**src/rtl/in_to_fifo.sv**
```systemverilog
// in_to_fifo: four-phase byte source to FIFO writer; fifo_we 1 edge after capture, in_finish 1 edge later.
// Backpressure: fifo_busy/fifo_full stall in S_PUSH, or with IN_TO_FIFO_DROP_EN a full FIFO drops the byte and still acks.
module in_to_fifo #(
  parameter int COUNT_W = 16
) (
  input  logic               clk,
  input  logic               rst_n,
  input  logic               enable,
  input  logic               in_start,
  input  logic [7:0]         in_data,
  output logic               in_finish,
  input  logic               fifo_busy,
  input  logic               fifo_full,
  output logic               fifo_we,
  output logic [7:0]         fifo_data,
  output logic               isFinish,
  output logic [COUNT_W-1:0] byte_count,
  output logic [7:0]         drop_count,
  output logic [2:0]         state
);

  typedef enum logic [2:0] {
    S_IDLE = 3'd0,
    S_WAIT = 3'd1,
    S_PUSH = 3'd2,
    S_ACK  = 3'd3
  } state_t;

  logic [2:0]         state_nxt;
  logic               we_nxt;
  logic               fin_nxt;
  logic               isf_nxt;
  logic [7:0]         data_nxt;
  logic [COUNT_W-1:0] bc_nxt;
`ifdef IN_TO_FIFO_DROP_EN
  logic [7:0]         drop_nxt;
`endif

  always_comb begin
    state_nxt = state;
    we_nxt    = 1'b0;
    fin_nxt   = in_finish;
    isf_nxt   = isFinish;
    data_nxt  = fifo_data;
    bc_nxt    = byte_count;
`ifdef IN_TO_FIFO_DROP_EN
    drop_nxt  = drop_count;
`endif
    case (state)
      S_IDLE: begin
        fin_nxt   = 1'b0;
        isf_nxt   = 1'b1;
        state_nxt = S_WAIT;
      end
      S_WAIT: begin
        if (in_start) begin
          data_nxt  = in_data;
          isf_nxt   = 1'b0;
          state_nxt = S_PUSH;
        end
      end
      S_PUSH: begin
        // busy is checked first so it always wins over full
        if (!fifo_busy && !fifo_full) begin
          we_nxt    = 1'b1;
          bc_nxt    = byte_count + 1'b1;
          state_nxt = S_ACK;
        end
`ifdef IN_TO_FIFO_DROP_EN
        else if (!fifo_busy) begin
          if (drop_count != 8'hFF) drop_nxt = drop_count + 8'd1;
          state_nxt = S_ACK;
        end
`endif
      end
      S_ACK: begin
        if (in_start) begin
          fin_nxt = 1'b1;
        end else begin
          fin_nxt   = 1'b0;
          state_nxt = S_IDLE;
        end
      end
      default: begin
        fin_nxt   = 1'b0;
        state_nxt = S_IDLE;
      end
    endcase
  end

  always_ff @(posedge clk) begin
    if (!rst_n) begin
      state      <= S_IDLE;
      fifo_we    <= 1'b0;
      in_finish  <= 1'b0;
      fifo_data  <= 8'd0;
      isFinish   <= 1'b1;
      byte_count <= '0;
    end else if (enable) begin
      state      <= state_nxt;
      fifo_we    <= we_nxt;
      in_finish  <= fin_nxt;
      fifo_data  <= data_nxt;
      isFinish   <= isf_nxt;
      byte_count <= bc_nxt;
    end else begin
      fifo_we <= 1'b0;
    end
  end

`ifdef IN_TO_FIFO_DROP_EN
  always_ff @(posedge clk) begin
    if (!rst_n)      drop_count <= 8'd0;
    else if (enable) drop_count <= drop_nxt;
  end
`else
  assign drop_count = 8'd0;
`endif

endmodule

```
**config.mk**
```make
export PLATFORM = sky130hd
export DESIGN_NAME = in_to_fifo
export DESIGN_NICKNAME = d
export VERILOG_FILES = /design/src/rtl/in_to_fifo.sv
export SDC_FILE = /design/constraint.sdc
export NUM_CORES = 1
export LEC_CHECK = 0
export ABC_AREA = 1
export BUFFER_PORTS_ARGS = -buffer_cell sky130_fd_sc_hd__buf_2
export CORE_UTILIZATION = 44
export CTS_BUF_LIST = sky130_fd_sc_hd__clkbuf_16
export CTS_CLUSTER_SIZE = 25
export DETAILED_ROUTE_END_ITERATION = 8
export PLACE_DENSITY = 0.84
export SYNTH_ARGS = -nofsm -noshare
export SYNTH_HDL_FRONTEND = slang
export SYNTH_SLANG_ARGS = --single-unit
```
**constraint.sdc**
```tcl
create_clock -name clk -period 1.3 [get_ports clk]
set_input_delay 0 -clock clk [delete_from_list [all_inputs] [get_ports clk]]
set_output_delay 0 -clock clk [all_outputs]
set_load 0.05 [all_outputs]
```
==> reports/qor.csv <==
metric,value,unit
Final ANT Viol Nets,0,
synthesis-to-layout area growth,34.8,%
"Arr. time, crit path",1.55,ns
post-synthesis register bit count,29,
WP buf/inv,2,
Final #Nets,282,
CP Capture Type,flip-flop,
status,"complete, but fails checks",
CP max FO,7,
Critical Path RT,1.51,ns
worst-case hold path end point,fifo_data[2],
maximum VDD drop,0.879,mV
"Distinct cells, synth",27,
final setup margin,-0.0334,ns
Worst R2R Start,state[0],
Worst-Skew Late Latency,0.27,ns
Final Hold Viols,3,
CTS tree,yes,
Initial Util,0.478,
CTS Buf Count,5,
fin crit share,1.03,
fmax,750,MHz
Hold Startpoint,in_data[2],
dpl hpwl,2430,um
slack of the worst reg-to-reg path,-0.03,ns
vias,1477,
DR WL/cell,11.7,um
"slowest stage delay, CP",0.36,ns
sequential area share after synthesis,0.385,
worst r2r dst,byte_count[12],
failing checks,"negative hold slack, negative setup slack",
layout cell share with drive strength beyond 1,0.330,
crit-path cells,inv_4 -> ha_4 -> nand2_4 -> inv_4 -> nand2_8 -> nor2_8 -> nand2_4 -> nor2_2 -> nor2_1 -> nor2_1,
DRT iter0 DRCs,58,
Clock Skew,0.00332,ns
Pleak,0.00107,uW
Routed WL,3610,um
GPL Wtd Cong,0.841,
# rows,20,
routed vias/inst,4.80,
synth top area cells,"dfxtp_1 (39%), nand2_1 (9.0%), inv_1 (8.2%)",
Root Driver,clkbuf_16,
Worst-path clk slew,0.05,ns
Die Span Y,60.5,um
max-cap violations,0,
endpoints failing setup,4,
Final Hold Slack,-0.0103,ns
Final min period,1.33,ns
PwrDens,1210,mW/mm^2
register area,607,sq um
area post-placement,0.00182,sq mm
"commonest non-fill, non-tap cell in the layout",buf_2,
Worst path slowest cell,dfxtp_4,
first-pass GRT wire length,5570,um
CTS Sinks,29,
Hold Crit Class,primary input to flip-flop,
hold path depth,3,
vias in the first global route,1265,
Top delay family on crit path,simple AND/OR/NAND/NOR gates,
YS warnings,0,
area of the multi-input gates,818,sq um
Fillers,284,
DRT Pass-1 Iters,6,
Pins Over Slew Limit,0,
RSZ-0062 raised after global routing,yes,
pre-CTS WS,-0.0160,ns
Post-Place Cells,297,
syn_area_per_cell,7.15,sq um
Tot Pwr,2450,uW
DR DRC count,0,
Post-Synthesis Cell Area,0.00151,sq mm
CTS max path bufs,2,
die area,0.00366,sq mm
initial antenna violation count,0,
ANT cells,0,
Finished Layout Cells,308,
die width,60.5,um
largest net degree at the start of global routing,19,
GRT Resource Usage Total,0.212,
most frequent cells in the layout,"buf_2 (42), nand2_1 (33), inv_1 (32)",
cell accounting for the most synthesized area,dfxtp_1,
Core Region,0.00315,sq mm
Buffers on Ports,42,
r2r worst-path depth,10,
post-synth top area share,0.385,
htree depth,2,
fin area,0.00203,sq mm
GRT Residual Overflow,0,
post-layout util,0.644,
Syn Inst Count,211,
WS Path Type,flip-flop to flip-flop,
startpoint types,flip-flop,
IO Pins,52,
==> registers in the layout (all words and copies together) (netlist names) <==
signal,flops
isFinish,1
byte_count,16
fifo_we,1
state,2
fifo_data,8
in_finish,1
==> worst reg2reg max path: cells and delay by family (launching register included) <==
family / cells / cell delay [ns]
flip-flops: 1 / 0.36
AND/OR/NAND/NOR: 7 / 0.65
adder cells (fa/ha/maj): 1 / 0.14
buffers and inverters: 2 / 0.13
==> cell families (layout without fill, tap and decap cells) <==
group / after synthesis / count (layout) / synth area share
xor+xnor: 1 / 1 / 0.00581
compound gates: 32 / 32 / 0.110
simple gates: 97 / 97 / 0.318
buf+inv: 46 / 91 / 0.138
other cells: 1 / 9 / 0.00249
fa+ha+maj: 5 / 5 / 0.0415
flops: 29 / 29 / 0.385
==> synthesized netlist by cell type, drive strengths merged <==
cell and instances:
nand3 9, xor2 1, nand4 8, a311oi 1, clkbuf 1, and3 1, nor3 4, buf 11
dfxtp 29, nand2 39, a21oi 13, ha 5, conb 1, inv 34, nor2 36, a31oi 1
o21ai 17
==> stage by stage <==
step / hold WS [ns] / TNS [ns]
final: -0.0103 / -0.0762
after global routing: 0.00498 / -0.954
after CTS: 0.00218 / -0.0368
after detailed placement: 0.283 / -0.0386
after global placement: 0.274 / 0
after floorplan: 0.119 / -0.119
==> power breakdown <==
group          switching (uW)  internal (uW)
clock network             382            689
registers                29.1            923
logic                     309            120
total                     720           1730
==> worst max path at each step <==
stage | to | cells past startpoint | startpoint
4_1_cts | byte_count[12] | 10 | state[0]
2_1_floorplan | byte_count[7] | 9 | state[0]
3_3_place_gp | byte_count[6] | 9 | state[0]
3_5_place_dp | byte_count[6] | 9 | state[0]
6_report | byte_count[12] | 10 | state[0]
5_1_grt | byte_count[12] | 10 | state[0]
==> layout make-up <==
cell class | instances | area share
clock buffer | 5 | 0.0616
inverter | 34 | 0.0653
multi-input combinational | 144 | 0.403
clock inverter | 3 | 0.00616
timing repair buffer | 49 | 0.139
sequential | 29 | 0.299
tap | 44 | 0.0271
==> timing repair <==
action / 4_1_cts / 5_1_grt
buffers inserted: 1 / 1
gates resized for setup: 6 / 17
endpoints found under the setup margin: 12 / 24
hold buffers: 1 / 0
endpoints found under the hold margin: 1 / 0
pin swaps: 3 / 5
==> metal layers <==
metal / share of wire / GRT usage / wire length, um / vias to the layer above
met5: 0 / 0 / 0 / -
met4: 0.014 / 0.0942 / 51 / 0
met3: 0.049 / 0.0661 / 176 / 4
met2: 0.50 / 0.364 / 1810 / 49
met1: 0.43 / 0.242 / 1570 / 666
li1: - / - / - / 758
(Power assumes the default switching activity.)
